<file path="config.mk">
export PLATFORM = sky130hd
export DESIGN_NAME = adc_scan_sequencer
export DESIGN_NICKNAME = d
export VERILOG_FILES = /design/src/rtl/adc_scan_sequencer_pkg.sv /design/src/rtl/adc_scan_sequencer_next_ch.sv /design/src/rtl/adc_scan_sequencer.sv
export SDC_FILE = /design/constraint.sdc
export NUM_CORES = 1
export LEC_CHECK = 0
export ABC_CLOCK_PERIOD_IN_PS = 6100
export BUFFER_PORTS_ARGS = -buffer_cell sky130_fd_sc_hd__clkbuf_2
export CAP_MARGIN = 20
export CORE_MARGIN = 3
export CORE_UTILIZATION = 51
export CTS_BUF_LIST = sky130_fd_sc_hd__clkbuf_2
export CTS_CLUSTER_SIZE = 25
export DETAILED_ROUTE_END_ITERATION = 8
export GPL_ROUTABILITY_DRIVEN = 0
export PLACE_DENSITY = 0.8
export SLEW_MARGIN = 20
export SYNTH_ARGS = -nofsm -noshare
export SYNTH_HDL_FRONTEND = slang
export SYNTH_SLANG_ARGS = --single-unit
</file>
<file path="constraint.sdc">
create_clock -name clk -period 6.1 [get_ports clk]
set_clock_uncertainty 0.2 [all_clocks]
set_input_delay 1.22 -clock clk [delete_from_list [all_inputs] [get_ports clk]]
set_output_delay 1.22 -clock clk [all_outputs]
set_load 0.03 [all_outputs]
</file>
<file path="src/rtl/adc_scan_sequencer_pkg.sv">
// Shared constants and types for the ADC scan sequencer.
package adc_pkg;

   localparam int NUM_CH       = 8;
   localparam int DATA_W       = 10;
   localparam int SEL_W        = 3;
   // adc_done is not trusted during the first cycles of a conversion (stale level from the reader)
   localparam int GUARD_CYCLES = 2;

   typedef enum logic [1:0] {
      S_IDLE        = 2'd0,
      S_CONVERT     = 2'd1,
      S_GAP         = 2'd2,
      S_WAIT_PERIOD = 2'd3
   } adc_seq_state_t;

   function automatic int max_int(input int a, input int b);
      return (a > b) ? a : b;
   endfunction

endpackage

</file>
<file path="src/rtl/adc_scan_sequencer_next_ch.sv">
// Finds the lowest set mask bit at or above a floor index.
// A floor of NUM_CH (one past the last channel) always reports not found.
module adc_next_ch
   import adc_pkg::*;
(
   input  logic [NUM_CH-1:0] i_mask,
   input  logic [SEL_W:0]    i_floor,
   output logic [SEL_W-1:0]  o_idx,
   output logic              o_found
);

   // Priority search from the top down so the lowest qualifying bit wins
   always_comb begin
      o_idx   = '0;
      o_found = 1'b0;
      for (int i = NUM_CH - 1; i >= 0; i--) begin
         if (i_mask[i] && (i >= int'(i_floor))) begin
            o_idx   = SEL_W'(i);
            o_found = 1'b1;
         end
      end
   end

endmodule

</file>
<file path="src/rtl/adc_scan_sequencer.sv">
// Scan sequencer for the SPI ADC reader: walks a channel mask in ascending
// order, captures each result into an 8-entry bank and paces repeated scans.
// Reader handshake: o_adc_enable is held high for the whole conversion with
// o_adc_sel stable; the first i_adc_done=1 seen after the stale-level guard
// ends the conversion, and enable then stays low for GAP_CYCLES cycles.
module adc_scan_sequencer
   import adc_pkg::*;
#(
   parameter int PERIOD_W       = 24,
   parameter int GAP_CYCLES     = 64,
   parameter int TIMEOUT_CYCLES = 1024
) (
   input  logic                clk,
   input  logic                reset,
   input  logic                i_start,
   input  logic                i_continuous,
   input  logic [NUM_CH-1:0]   i_ch_mask,
   input  logic [PERIOD_W-1:0] i_period,
   output logic                o_adc_enable,
   output logic [SEL_W-1:0]    o_adc_sel,
   input  logic                i_adc_done,
   input  logic [DATA_W-1:0]   i_adc_data,
   input  logic [SEL_W-1:0]    i_rd_ch,
   output logic [DATA_W-1:0]   o_rd_data,
   output logic [NUM_CH-1:0]   o_result_valid,
   output logic                o_busy,
   output logic                o_scan_done,
   output logic                o_timeout_err,
   output adc_seq_state_t      o_state
);

   // One shared counter serves the conversion timeout, the gap and the period wait
   localparam int CNT_W = max_int(PERIOD_W,
                                  max_int($clog2(TIMEOUT_CYCLES + 1), $clog2(GAP_CYCLES + 1)));

   adc_seq_state_t      r_state, w_state_nx;
   logic [CNT_W-1:0]    r_cnt, w_cnt_nx, w_cnt_inc, w_period_ext;
   logic [SEL_W-1:0]    r_sel, w_sel_nx;
   logic                r_enable, w_enable_nx;
   logic [NUM_CH-1:0]   r_mask_q, w_mask_nx;
   logic [NUM_CH-1:0]   r_valid, w_valid_nx;
   logic                r_scan_done, w_scan_done_nx;
   logic                r_timeout_err, w_timeout_nx;
   logic                w_bank_we;
   logic                w_launch;
   logic [DATA_W-1:0]   r_bank [NUM_CH];
   logic [DATA_W-1:0]   r_rd_data;

   logic [SEL_W-1:0]    w_first_idx, w_adv_idx;
   logic                w_first_found, w_adv_found;
   logic [SEL_W:0]      w_adv_floor;

   // Lowest channel of the live mask, used whenever a new scan begins
   adc_next_ch u_first_ch (
      .i_mask  (i_ch_mask),
      .i_floor ('0),
      .o_idx   (w_first_idx),
      .o_found (w_first_found)
   );

   // Next channel above the current one in the latched mask; none after channel 7
   assign w_adv_floor = {1'b0, r_sel} + (SEL_W + 1)'(1);

   adc_next_ch u_adv_ch (
      .i_mask  (r_mask_q),
      .i_floor (w_adv_floor),
      .o_idx   (w_adv_idx),
      .o_found (w_adv_found)
   );

   assign w_cnt_inc    = (&r_cnt) ? r_cnt : r_cnt + 1'b1;
   assign w_period_ext = CNT_W'(i_period);

   // Next-state and datapath-control decode
   always_comb begin
      w_state_nx     = r_state;
      w_cnt_nx       = w_cnt_inc;
      w_sel_nx       = r_sel;
      w_enable_nx    = r_enable;
      w_mask_nx      = r_mask_q;
      w_valid_nx     = r_valid;
      w_scan_done_nx = 1'b0;
      w_timeout_nx   = r_timeout_err;
      w_bank_we      = 1'b0;
      w_launch       = 1'b0;

      case (r_state)
         S_IDLE: begin
            w_cnt_nx = '0;
            if (i_start && w_first_found) begin
               w_launch   = 1'b1;
               w_valid_nx = '0;
            end
         end

         S_CONVERT: begin
            if ((r_cnt >= CNT_W'(GUARD_CYCLES)) && i_adc_done) begin
               w_bank_we         = 1'b1;
               w_valid_nx[r_sel] = 1'b1;
               w_enable_nx       = 1'b0;
               w_cnt_nx          = '0;
               w_state_nx        = S_GAP;
            end else if (r_cnt >= CNT_W'(TIMEOUT_CYCLES - 1)) begin
               w_timeout_nx = 1'b1;
               w_enable_nx  = 1'b0;
               w_cnt_nx     = '0;
               w_state_nx   = S_GAP;
            end
         end

         S_GAP: begin
            if (r_cnt >= CNT_W'(GAP_CYCLES - 1)) begin
               w_cnt_nx = '0;
               if (w_adv_found) begin
                  w_sel_nx    = w_adv_idx;
                  w_enable_nx = 1'b1;
                  w_state_nx  = S_CONVERT;
               end else begin
                  w_scan_done_nx = 1'b1;
                  if (!i_continuous) begin
                     w_state_nx = S_IDLE;
                  end else if (i_period == '0) begin
                     w_launch = 1'b1;
                  end else begin
                     w_state_nx = S_WAIT_PERIOD;
                  end
               end
            end
         end

         S_WAIT_PERIOD: begin
            if (!i_continuous) begin
               w_cnt_nx   = '0;
               w_state_nx = S_IDLE;
            end else if ((w_period_ext == '0) || (r_cnt >= w_period_ext - 1'b1)) begin
               w_launch = 1'b1;
            end
         end

         default: begin
            w_state_nx = S_IDLE;
         end
      endcase

      // New scan: freshly sampled mask, first channel selected and enabled together
      if (w_launch) begin
         w_cnt_nx = '0;
         if (w_first_found) begin
            w_mask_nx   = i_ch_mask;
            w_sel_nx    = w_first_idx;
            w_enable_nx = 1'b1;
            w_state_nx  = S_CONVERT;
         end else begin
            w_enable_nx = 1'b0;
            w_state_nx  = S_IDLE;
         end
      end
   end

   // State and control registers
   always_ff @(posedge clk) begin
      if (reset) begin
         r_state       <= S_IDLE;
         r_cnt         <= '0;
         r_sel         <= '0;
         r_enable      <= 1'b0;
         r_mask_q      <= '0;
         r_valid       <= '0;
         r_scan_done   <= 1'b0;
         r_timeout_err <= 1'b0;
      end else begin
         r_state       <= w_state_nx;
         r_cnt         <= w_cnt_nx;
         r_sel         <= w_sel_nx;
         r_enable      <= w_enable_nx;
         r_mask_q      <= w_mask_nx;
         r_valid       <= w_valid_nx;
         r_scan_done   <= w_scan_done_nx;
         r_timeout_err <= w_timeout_nx;
      end
   end

   // Result bank, written on the cycle the reader reports done
   always_ff @(posedge clk) begin
      if (reset) begin
         for (int i = 0; i < NUM_CH; i++) begin
            r_bank[i] <= '0;
         end
      end else if (w_bank_we) begin
         r_bank[r_sel] <= i_adc_data;
      end
   end

   // Registered read port; a same-cycle write is visible one cycle later
   always_ff @(posedge clk) begin
      if (reset) begin
         r_rd_data <= '0;
      end else begin
         r_rd_data <= r_bank[i_rd_ch];
      end
   end

   assign o_adc_enable   = r_enable;
   assign o_adc_sel      = r_sel;
   assign o_rd_data      = r_rd_data;
   assign o_result_valid = r_valid;
   assign o_busy         = (r_state != S_IDLE);
   assign o_scan_done    = r_scan_done;
   assign o_timeout_err  = r_timeout_err;
   assign o_state        = r_state;

endmodule

</file>
# After elaboration in Yosys (flattened, before gate mapping)
# Memories as Yosys holds them, arrays and structs flattened. A register that Yosys moved wholly into a read port is not among the register bits.
# Index checks and enable logic that the tools add are counted.
[classes]
add_sub_neg = 3
order_cmp = 14
eq_ne = 10
n_mux = 84
n_bitwise = 4
n_reduce_logical = 27
[op_table]
columns = ["operator", "count"]
rows = [
  ["24-bit 2-to-1 mux", 5],
  ["24-bit one-hot mux with 4 select lines", 1],
  ["3-bit 2-to-1 mux", 22],
  ["1-bit 2-to-1 mux", 40],
  ["24-bit by 1-bit adder with 24-bit output, second input constant", 1],
  ["24-bit by 10-bit greater-or-equal comparator with 1-bit output, second input constant", 1],
  ["24-bit by 2-bit greater-or-equal comparator with 1-bit output, second input constant", 1],
  ["24-bit greater-or-equal comparator", 1],
  ["24-bit by 6-bit greater-or-equal comparator with 1-bit output, second input constant", 1],
  ["24-bit logical NOT", 1],
  ["24-bit AND reduction", 1],
  ["24-bit by 1-bit subtractor with 24-bit output, second input constant", 1],
  ["3-bit by 4-bit greater-or-equal comparator with 1-bit output, first input constant", 4],
  ["2-bit 2-to-1 mux", 8],
  ["8-bit 2-to-1 mux", 2],
  ["8-bit one-hot mux with 2 select lines", 1],
  ["1-bit logical AND", 11],
  ["10-bit 2-to-1 mux", 1],
  ["10-bit OR reduction", 1],
  ["1-bit by 4-bit greater-or-equal comparator with 1-bit output, first input constant", 2],
  ["2-bit by 4-bit greater-or-equal comparator with 1-bit output, first input constant", 2],
  ["8-bit OR", 1],
  ["3-bit != test, second input constant", 2],
  ["2-bit one-hot mux with 3 select lines", 1],
  ["24 further kinds", 30],
]
[word_totals]
regBits = 48
ramBits = 80
inputBits = 50
out_inout_bits = 27
elab_cells = 151
n_memories = 1
[memory_table]
columns = ["name", "words", "width", "read_ports", "rd_ports_with_merged_regs", "wr", "line", "text"]
rows = [
  ["r_bank", 8, 10, 1, 1, 8, "adc_scan_sequencer.sv:46", "logic [DATA_W-1:0] r_bank [NUM_CH];"],
]

# Depth between registers and ports, before layout
# Gate-level depths: netlist of run 1.
[logic_depth]
ltp_word = 16
ltp_mapped = 16

# Hierarchy
# A second synthesis of run 1 with hierarchy kept.
[unflattened]
hier_cells = 713
area_unflattened_um2 = 7587.3
[modules_own_cells]
columns = ["mod", "n_inst", "cells_each", "area_each_um2"]
rows = [
  ["adc_scan_sequencer", 1, 637, 7114.3],
  ["adc_next_ch", 2, 38, 236.5],
]

# Worst setup path before layout of run 1
# Ideal clock, no wire load.
[synth_path]
kind = "in2reg"
start = "input port i_period[7]"
end = "register r_cnt[2]"
setup_time_ns = 0.063
arrival_time_ns = 4.560
t_required_ns = 5.837
slack_ns = 1.276
stages = 13
path_cell_list = "or4_4 -> nor3b_4 -> nand2_1 -> or3_1 -> xor2_1 -> ha_1 -> a211oi_1 -> o32ai_1 -> o41ai_2 -> nand3_2 -> a311o_4 -> buf_8 -> nor2_4"
[synth_between]
elab_chain_cells = 7
elab_cells_between_ends = 12
classes_between = "1 x add/sub; 1 x order compare; 7 x mux; 3 x reduce/logical"
[synth_rtl]
columns = ["element", "line", "text"]
rows = [
  ["start: declaration", "adc_scan_sequencer.sv:18", "input logic [PERIOD_W-1:0] i_period,"],
  ["24-bit by 1-bit subtractor with 24-bit output / 24-bit logical NOT (equally long branches)", "adc_scan_sequencer.sv:135, adc_scan_sequencer.sv:122", ""],
  ["24-bit greater-or-equal comparator / 1-bit 2-to-1 mux (equally long branches)", "adc_scan_sequencer.sv:135, adc_scan_sequencer.sv:122", ""],
  ["1-bit logical OR / 1-bit 2-to-1 mux (equally long branches)", "adc_scan_sequencer.sv:135, adc_scan_sequencer.sv:120", ""],
  ["1-bit 2-to-1 mux (on tied branches)", "adc_scan_sequencer.sv:135, adc_scan_sequencer.sv:114", ""],
  ["1-bit 2-to-1 mux (on tied branches)", "adc_scan_sequencer.sv:132, adc_scan_sequencer.sv:112", ""],
  ["1-bit one-hot mux with 3 select lines *", "adc_scan_sequencer.sv:87", "case (r_state)"],
  ["2-bit OR reduction (no source line) *", "--", ""],
  ["end signal: assignment", "adc_scan_sequencer.sv:173", "r_cnt <= w_cnt_nx;"],
  ["end: declaration", "adc_scan_sequencer.sv:37", "logic [CNT_W-1:0] r_cnt, w_cnt_nx, w_cnt_inc, w_period_ext;"],
]
# Mark *: on every way between the ends. The rest lies on a longest branch, timed or not.
# A chain may end at the register's enable or synchronous reset.

# Worst setup path in the final report of run 1
[layout_path]
start = "input port i_period[7]"
end = "register r_cnt[3]"
# Same word-level chain as after synthesis.

==> reports/qor.yml, run 1 <==
status: "finished clean"
dieArea_sq_um: 16100
timing.final.crit_share: 0.787
synth.ff_latch_count: 138
cts_hold_buf: 0
multi_input_area_sq_um: 3710
grt_usage: 0.209
drt-total-wl_um: 16400
instances_no_fill: 939
required_ns: 6.53
rsz0062_at_grt: "false"
arrival_ns: 5.23
nets: 826
grt_first_pass_wirelength_um: 26600
post_cts_buffers: 0
dp_slack_ns: 0.594
core.rowCount: 43
worstMarginPinSlew_ns: 0.883
syn_avg_cell_area_sq_um: 11.0
wl_per_cell_um: 17.4
root_buffer: "clkbuf_2"
p_sw_uw: 486
avgViaCountPerCell: 5.74
first_pass_iters: 6
ys_warn_count: 0
cts.path.max_buffers: 2
maxCapViolCount: 0
slowest_stage: "a311o_4"
combPwrFrac: 0.117
core-area_sq_um: 14100
p_int_mw: 1.25
synth_seq_area_share: 0.477
dp_hpwl_um: 11800
syn-cell-area_sq_um: 7470
n_antenna_cell: 0
tns_ns: 0
slew_headroom: 0.411
path_cells: "clkbuf_2 -> or4_4 -> nor3b_4 -> nand2_1 -> or3_1 -> xor2_1 -> ha_1 -> a211oi_1 -> o32ai_1 -> o41ai_2 -> nand3_2 -> a311o_4 -> nor3_1"
insertion_delay_ns: 0.70
p_leak_nw: 3.22
holdWs_ns: 0.298
cp_slowest_stage_delay_ns: 0.69
antenna_left: 0
drt_iter0_markers: 369
p_clk_frac: 0.288
hold_viol: 0
htree_num_levels: 4
synthToLayoutAreaGrowth_pct: 9.47
synth_fp_nets: 756
cts_resized: 0
gr-total-overflow: 0
synth-edff-count: 80
power_mw: 1.73
start_util: 0.530
final_area_sq_um: 8180
fp.dieW_um: 127
power.density_nw_per_um2: 212
setup_slack_ns: 1.30
cts_made_buffers: 17
ios: 77
p_sw_frac: 0.281
grt_max_degree: 39
fillerInstances: 1167
synth_cell_type_count: 62
crit_type: "in2reg"
drive_gt1_frac: 0.235
seqPwrFrac: 0.595
grt_pass1_vias: 5415
clock_sinks: 138
num_vias: 5386
period_minus_slack_ns: 4.80
placed_area_sq_um: 7960
place_inst: 907
portBuffers: 76
cts.clk_slew.worst_paths_ns: 0.19
synth-main-ff-cell: "edfxtp_1"
final_util: 0.580
detail_route.drc_violations: 0
seqCellArea_sq_um: 3560
end_kind: "register"
async_flop_share: 0
holdCritPathClass: "reg2reg"
antenna_found_initial: 0
maxSlewViolCount: 0
cp_max_fo: 24
cts_tree: "yes"
startpoint_type: "input port"
max_freq_mhz: 208
final-setup-viol-count: 0
netlist_instances: 676
chipHeight_um: 127
vdd_drop_max_mv: 0.0979
cells by family after synthesis:
group / after synthesis / synth area share
compound gates: 67 / 0.0615
xor+xnor: 43 / 0.0504
fa+ha+maj: 30 / 0.0503
buf+inv: 42 / 0.0266
flops: 138 / 0.477
mux: 41 / 0.0886
simple gates: 315 / 0.245
power by group through the flow:
stage / sequential (mW) / combinational, mW / clock, mW
2_1_floorplan: 1.06 / 0.128 / 0
3_3_place_gp: 1.05 / 0.196 / 0
3_5_place_dp: 1.05 / 0.202 / 0
4_1_cts: 1.03 / 0.204 / 0.505
5_1_grt: 1.03 / 0.222 / 0.554
6_report: 1.03 / 0.203 / 0.499
synthesized netlist by cell type (all sizes together) (3+ instances only):
cell type / instances / area share
and3: 12 / 0.010
o211ai: 6 / 0.0060
or3: 4 / 0.0040
nor2: 89 / 0.064
a21o: 3 / 0.0030
mux2i: 20 / 0.027
a31oi: 8 / 0.0087
nand2: 36 / 0.018
xor2: 25 / 0.029
and2: 83 / 0.070
buf: 10 / 0.011
nand4: 11 / 0.0092
edfxtp: 80 / 0.32
a211oi: 4 / 0.0040
ha: 30 / 0.050
nand3: 21 / 0.015
nor4: 13 / 0.014
clkbuf: 20 / 0.010
a21oi: 22 / 0.015
o21ai: 12 / 0.0085
mux4: 20 / 0.060
and4: 4 / 0.0047
inv: 12 / 0.0060
or2: 9 / 0.0075
nor2b: 5 / 0.0042
nand2b: 5 / 0.0042
dfxtp: 58 / 0.16
nor3: 15 / 0.010
xnor2: 18 / 0.021
worst max-delay path, delay by kind of cell:
kind                       cells  cell delay, ns
and+or+nand+nor                6            1.80
AOI/OAI and AO/OA              4            1.64
adders and majority gates      1            0.29
xor gates and xnor gates       1            0.16
buffers and inverters          1            0.11
final cells by class:
cell class / instances / area share
clock buffers: 20 / 0.0122
repair buffers: 81 / 0.0511
clock inverters: 12 / 0.0144
flip-flops and latches: 138 / 0.436
well taps: 180 / 0.0275
multi-input cells: 496 / 0.453
inverters: 12 / 0.00551
metal layers:
layer	GRT usage	up-vias	part of all wire
li1	-	2575	-
met1	0.267	2597	0.41
met2	0.360	185	0.51
met3	0.0410	29	0.062
met4	0.0656	0	0.015
met5	0	-	0
flip-flops by register name, indices dropped and copies added (netlist names):
signal / count
o_rd_data: 10
o_adc_enable: 1
r_cnt: 24
o_timeout_err: 1
o_scan_done: 1
o_adc_sel: 3
o_state: 2
r_bank: 80
r_mask_q: 8
o_result_valid: 8
worst paths after layout:
path              slack, ns     startpoint             to  depth (start not counted)
setup / recovery       1.30    i_period[7]       r_cnt[3]                         13
hold / removal         0.30  o_timeout_err  o_timeout_err                          2
setup reg to reg       2.66   o_adc_sel[1]       r_cnt[3]                          9
hold reg to reg        0.30  o_timeout_err  o_timeout_err                          2
placed cells by master, fill, tap and decap left out, types with 2 or more instances in the layout:
cell type,Yosys,layout
a211oi_1,4,4
mux4_2,20,20
nor4_1,9,9
inv_6,0,2
edfxtp_1,80,80
and4_1,4,4
clkinvlp_4,0,2
buf_4,0,5
and3_1,11,11
xnor2_1,18,18
mux2i_1,20,20
a21o_1,3,3
a21oi_1,22,22
nor2b_1,5,5
nand2_1,36,36
o211ai_1,6,6
nand3b_1,2,2
nor3_1,15,15
dfxtp_1,58,58
nand4_1,11,11
a31oi_1,7,7
clkinv_4,0,5
xor2_1,25,25
o21ai_0,10,10
nor2_1,69,69
nand3_1,20,20
nor4_2,4,4
nor2_4,19,19
nand2b_1,5,5
clkbuf_2,0,96
inv_1,11,11
and2_1,83,83
or2_2,9,9
ha_1,30,30
a41oi_1,2,2
or3_1,3,3
Note: power is estimated with default switching activity, not from simulation.
==> inputs of run 2 (changes only) <==
--- a/config.mk
+++ b/config.mk
@@ -5,7 +5,7 @@
 export SDC_FILE = /design/constraint.sdc
 export NUM_CORES = 1
 export LEC_CHECK = 0
-export ABC_CLOCK_PERIOD_IN_PS = 6100
+export ABC_CLOCK_PERIOD_IN_PS = 5000
 export BUFFER_PORTS_ARGS = -buffer_cell sky130_fd_sc_hd__clkbuf_2
 export CAP_MARGIN = 20
 export CORE_MARGIN = 3
==> constraint.sdc (replaced) <==
create_clock -name clk -period 5 [get_ports clk]
set_clock_uncertainty 0.2 [all_clocks]
set_input_delay 1 -clock clk [delete_from_list [all_inputs] [get_ports clk]]
set_output_delay 1 -clock clk [all_outputs]
set_load 0.03 [all_outputs]
==> reports/qor.yml, run 2 (synthesis gave the netlist of run 1 again) <==
timing.final.crit_share: 0.861
final-setup-viol-count: 0
cts_tree: "yes"
final_cell_mix: "93 x clkbuf_2, 83 x and2_1, 80 x edfxtp_1"
grt_first_pass_wirelength_um: 27300
maxCapViolCount: 0
cts_hold_buf: 0
period_minus_slack_ns: 4.31
startpoint_type: "input port"
n_antenna_cell: 0
holdWs_ns: 0.305
hold_depth: 2
first_pass_iters: 5
detail_route.drc_violations: 0
vdd_drop_max_mv: 0.166
worst-r2r-cell-count: 10
portBuffers: 76
status: "finished clean"
cts.clk_slew.worst_paths_ns: 0.19
top_usage_layer: "met2"
clock_sinks: 138
maxSlewViolCount: 0
antenna_found_initial: 0
holdCritPathClass: "reg2reg"
start_util: 0.530
cts.path.max_buffers: 2
synthToLayoutAreaGrowth_pct: 11.5
rsz0062_at_grt: "false"
end_kind: "register"
cts_resized: 0
htree_num_levels: 4
grt_pass1_vias: 5528
mostFrequentLayoutCell: "clkbuf_2"
regMostFlops: "r_bank"
power_mw: 2.26
gr-total-overflow: 0
use_met3: 0.0456
tns_ns: 0
p_leak_nw: 3.30
regToRegStartpoint: "o_adc_sel[1]"
num_vias: 5450
r2r_end: "r_mask_q[0]"
hold_viol: 0
arrival_ns: 4.64
core.rowCount: 43
cp_max_fo: 5
cts_made_buffers: 17
final_area_sq_um: 8330
drt_iter0_markers: 392
drt-total-wl_um: 16600
slew_headroom: 0.413
dieArea_sq_um: 16100
chipHeight_um: 127
power.density_nw_per_um2: 271
worstMarginPinSlew_ns: 0.881
ios: 77
fp.dieW_um: 127
reg2reg_slack_ns: 1.80
grtUsageMet1: 0.271
min_to: "o_result_valid[4]"
max_freq_mhz: 232
grt_max_degree: 39
avgViaCountPerCell: 5.75
root_buffer: "clkbuf_2"
required_ns: 5.33
antenna_left: 0
insertion_delay_ns: 0.67
wl_per_cell_um: 17.5
grt_use_met2: 0.370
core-area_sq_um: 14100
largest_reg_flops: 80
grt_usage: 0.212
min_from: "o_result_valid[4]"
crit_type: "in2reg"
placed_area_sq_um: 8050
drive_gt1_frac: 0.242
fillerInstances: 1148
dp_hpwl_um: 11900
post_cts_buffers: 0
nets: 836
-- run 2: changes by cell type in the layout (fill, tap and decap cells not counted) --
cell / previous run / this run
clkinv_1: 0 / 1
inv_4: 1 / 0
buf_4: 5 / 14
buf_12: 0 / 1
bufinv_16: 1 / 4
clkinv_4: 5 / 4
clkbuf_2: 96 / 93
-- run 2: through the flow --
stage                     setup slack [ns]  cells  utilization
after floorplan                      0.396    676            -
after global placement               0.188    917        0.571
after detailed placement            0.0306    917        0.571
after CTS                            0.773    948        0.591
after global routing                 0.513    948        0.591
final                                0.694    948        0.591
-- run 2: cell type report --
type	count	area, sq um	share of cell area
clock inverter	14	196	0.0236
sequential	138	3560	0.428
inverter	12	45.0	0.00541
multi-input combinational	496	3710	0.445
timing repair buffer	91	505	0.0607
clock buffer	17	85.1	0.0102
tap	180	225	0.0270
-- run 2: worst max-delay path by stage --
stage,cells past startpoint,to,slack (ns),from
finish,15,r_mask_q[0],0.69,i_period[7]
global route,16,r_mask_q[2],0.51,i_period[2]
CTS,15,r_mask_q[0],0.77,i_period[7]
detailed placement,15,r_mask_q[0],0.03,i_period[7]
global placement,15,r_mask_q[7],0.19,i_period[7]
floorplan,13,r_cnt[2],0.40,i_period[7]
-- run 2: power by group --
group	internal, mW	leakage [nW]	switching, mW
clock	0.329	0.158	0.417
sequential	1.24	1.30	0.0227
combinational	0.0998	1.84	0.155
-- run 2: routing by layer --
| metal | wire length (um) | share of wire |
|---|---|---|
| met1 | 7000 | 0.42 |
| met2 | 8420 | 0.51 |
| met3 | 1020 | 0.061 |
| met4 | 189 | 0.011 |
| met5 | 0 | 0 |
-- run 2: worst max-delay path: stages --
cell and delay [ns]:
clkbuf_2 0.11, or4_4 0.55, nor3b_4 0.29, nand2_1 0.12
or3_1 0.34, xor2_1 0.15, ha_1 0.29, nand4_1 0.14
a2111oi_0 0.55, o41ai_2 0.18, buf_4 0.19, a31oi_4 0.26
buf_4 0.20, mux2i_1 0.20, nor2_1 0.06
==> inputs of run 3 (changes only) <==
--- a/config.mk
+++ b/config.mk
@@ -5,7 +5,7 @@
 export SDC_FILE = /design/constraint.sdc
 export NUM_CORES = 1
 export LEC_CHECK = 0
-export ABC_CLOCK_PERIOD_IN_PS = 5000
+export ABC_CLOCK_PERIOD_IN_PS = 3900
 export BUFFER_PORTS_ARGS = -buffer_cell sky130_fd_sc_hd__clkbuf_2
 export CAP_MARGIN = 20
 export CORE_MARGIN = 3
@@ -14,7 +14,7 @@
 export CTS_CLUSTER_SIZE = 25
 export DETAILED_ROUTE_END_ITERATION = 8
 export GPL_ROUTABILITY_DRIVEN = 0
-export PLACE_DENSITY = 0.8
+export PLACE_DENSITY = 0.82
 export SLEW_MARGIN = 20
 export SYNTH_ARGS = -nofsm -noshare
 export SYNTH_HDL_FRONTEND = slang
==> constraint.sdc (replaced) <==
create_clock -name clk -period 3.9 [get_ports clk]
set_clock_uncertainty 0.2 [all_clocks]
set_input_delay 0.78 -clock clk [delete_from_list [all_inputs] [get_ports clk]]
set_output_delay 0.78 -clock clk [all_outputs]
set_load 0.03 [all_outputs]
==> reports/qor.yml, run 3 (synthesis gave the netlist of run 1 again) <==
status: "finished clean"
fp.dieW_um: 127
core-area_sq_um: 14100
p_sw_uw: 764
final_cell_mix: "95 x clkbuf_2, 83 x and2_1, 80 x edfxtp_1"
crit_type: "in2reg"
r2r_end: "o_adc_sel[0]"
place_inst: 955
insertion_delay_ns: 0.68
chipHeight_um: 127
htree_num_levels: 4
detail_route.drc_violations: 0
startpoint_type: "input port"
antenna_left: 0
max_freq_mhz: 262
placed_area_sq_um: 8390
instances_no_fill: 991
grt_pass1_vias: 5732
power.density_nw_per_um2: 322
gr-total-overflow: 0
start_util: 0.530
vdd_drop_max_mv: 0.168
seqPwrFrac: 0.575
rsz0062_at_grt: "true"
ios: 77
grt_usage: 0.218
worstMarginPinSlew_ns: 0.811
grt_first_pass_wirelength_um: 28000
multi_input_area_sq_um: 3790
avgViaCountPerCell: 5.71
grt_max_degree: 38
combPwrFrac: 0.127
timing.final.crit_share: 0.979
fillerInstances: 1100
p_leak_nw: 3.50
cts.clk_slew.worst_paths_ns: 0.18
drive_gt1_frac: 0.291
period_minus_slack_ns: 3.82
regToRegStartpoint: "o_adc_sel[0]"
end_kind: "register"
antenna_found_initial: 1
num_vias: 5661
seqCellArea_sq_um: 3560
hold_depth: 3
holdCritPathClass: "in2reg"
dieArea_sq_um: 16100
final_area_sq_um: 8700
worst-r2r-cell-count: 10
drt-total-wl_um: 17500
p_sw_frac: 0.273
final-setup-viol-count: 0
min_to: "r_mask_q[0]"
core.rowCount: 43
cts.path.max_buffers: 2
hold_viol: 0
min_from: "i_ch_mask[0]"
p_clk_frac: 0.298
cts_made_buffers: 17
root_buffer: "clkbuf_2"
maxSlewViolCount: 0
slew_headroom: 0.459
nets: 877
cp_max_fo: 6
largest_reg_flops: 80
drt_iter0_markers: 305
first_pass_iters: 5
regMostFlops: "r_bank"
synthToLayoutAreaGrowth_pct: 16.4
dp_hpwl_um: 12300
portBuffers: 76
reg2reg_slack_ns: 0.76
p_int_mw: 2.04
clock_sinks: 138
arrival_ns: 4.23
maxCapViolCount: 0
mostFrequentLayoutCell: "clkbuf_2"
wl_per_cell_um: 17.7
cts_hold_buf: 0
cts_tree: "yes"
required_ns: 4.31
## run 3: cell types whose count changed in the layout (fill, tap and decap cells not counted), moves of 2 or more
cell       before  now
buf_12          1    3
nor4_1          9    7
clkbuf_2       93   95
buf_4          14   52
nor4_2          4    6
bufinv_16       4    2
## run 3: critical path, stage by stage
cell,delay (ns)
clkbuf_2,0.09
or4_4,0.54
nor3b_4,0.27
nand2_1,0.10
or3_1,0.33
xor2_1,0.16
ha_1,0.31
nand4_1,0.16
buf_4,0.19
a2111oi_4,0.24
o41ai_4,0.13
buf_12,0.15
a31oi_4,0.34
mux2_4,0.33
nor2_1,0.08
## run 3: per-layer routing
layer	track usage	wire (um)
met1	0.276	7410
met2	0.367	8620
met3	0.0481	1090
met4	0.0839	387
met5	0	0
## run 3: worst max path at each step
stage               slack, ns            to        start
floorplan               -0.38      r_cnt[2]  i_period[7]
global placement        -0.50  o_adc_sel[0]  i_period[7]
detailed placement      -0.63  o_adc_sel[0]  i_period[7]
CTS                      0.09  o_adc_sel[0]  i_period[7]
global route            -0.01  o_adc_sel[0]  i_period[7]
finish                   0.08  o_adc_sel[0]  i_period[7]
## run 3: cell type report
cell class                      count  area share
Multi-Input combinational cell    497       0.436
Sequential cell                   138       0.410
Timing Repair Buffer              131      0.0955
Tap cell                          180      0.0259
Clock inverter                     13      0.0168
Clock buffer                       19      0.0109
Inverter                           12     0.00518
Antenna cell                        1    0.000288
## run 3: what timing repair did
| action | CTS | global route |
|---|---|---|
| buffers inserted | 0 | 2 |
| gates resized for setup | 0 | 5 |
| endpoints found under the setup margin | 0 | 30 |
## run 3: metrics by stage
step	util	setup TNS [ns]	worst slack, ns	hold slack [ns]	power, mW
after CTS	0.612	0	0.0947	0.118	2.81
after floorplan	-	-9.88	-0.377	0.251	1.86
final	0.617	0	0.0825	0.188	2.80
after detailed placement	0.595	-21.26	-0.632	0.261	1.99
after global placement	0.595	-17.53	-0.505	0.258	1.98
after global routing	0.617	-0.0145	-0.0145	0.117	2.92
## run 3: power by group through the flow
stage                     Sequential [mW]  Combinational [mW]  Clock (mW)
after floorplan                      1.65               0.202           0
after global placement               1.64               0.340           0
after detailed placement             1.64               0.350           0
after CTS                            1.61               0.353       0.852
after global routing                 1.62               0.387       0.923
final                                1.61               0.356       0.833
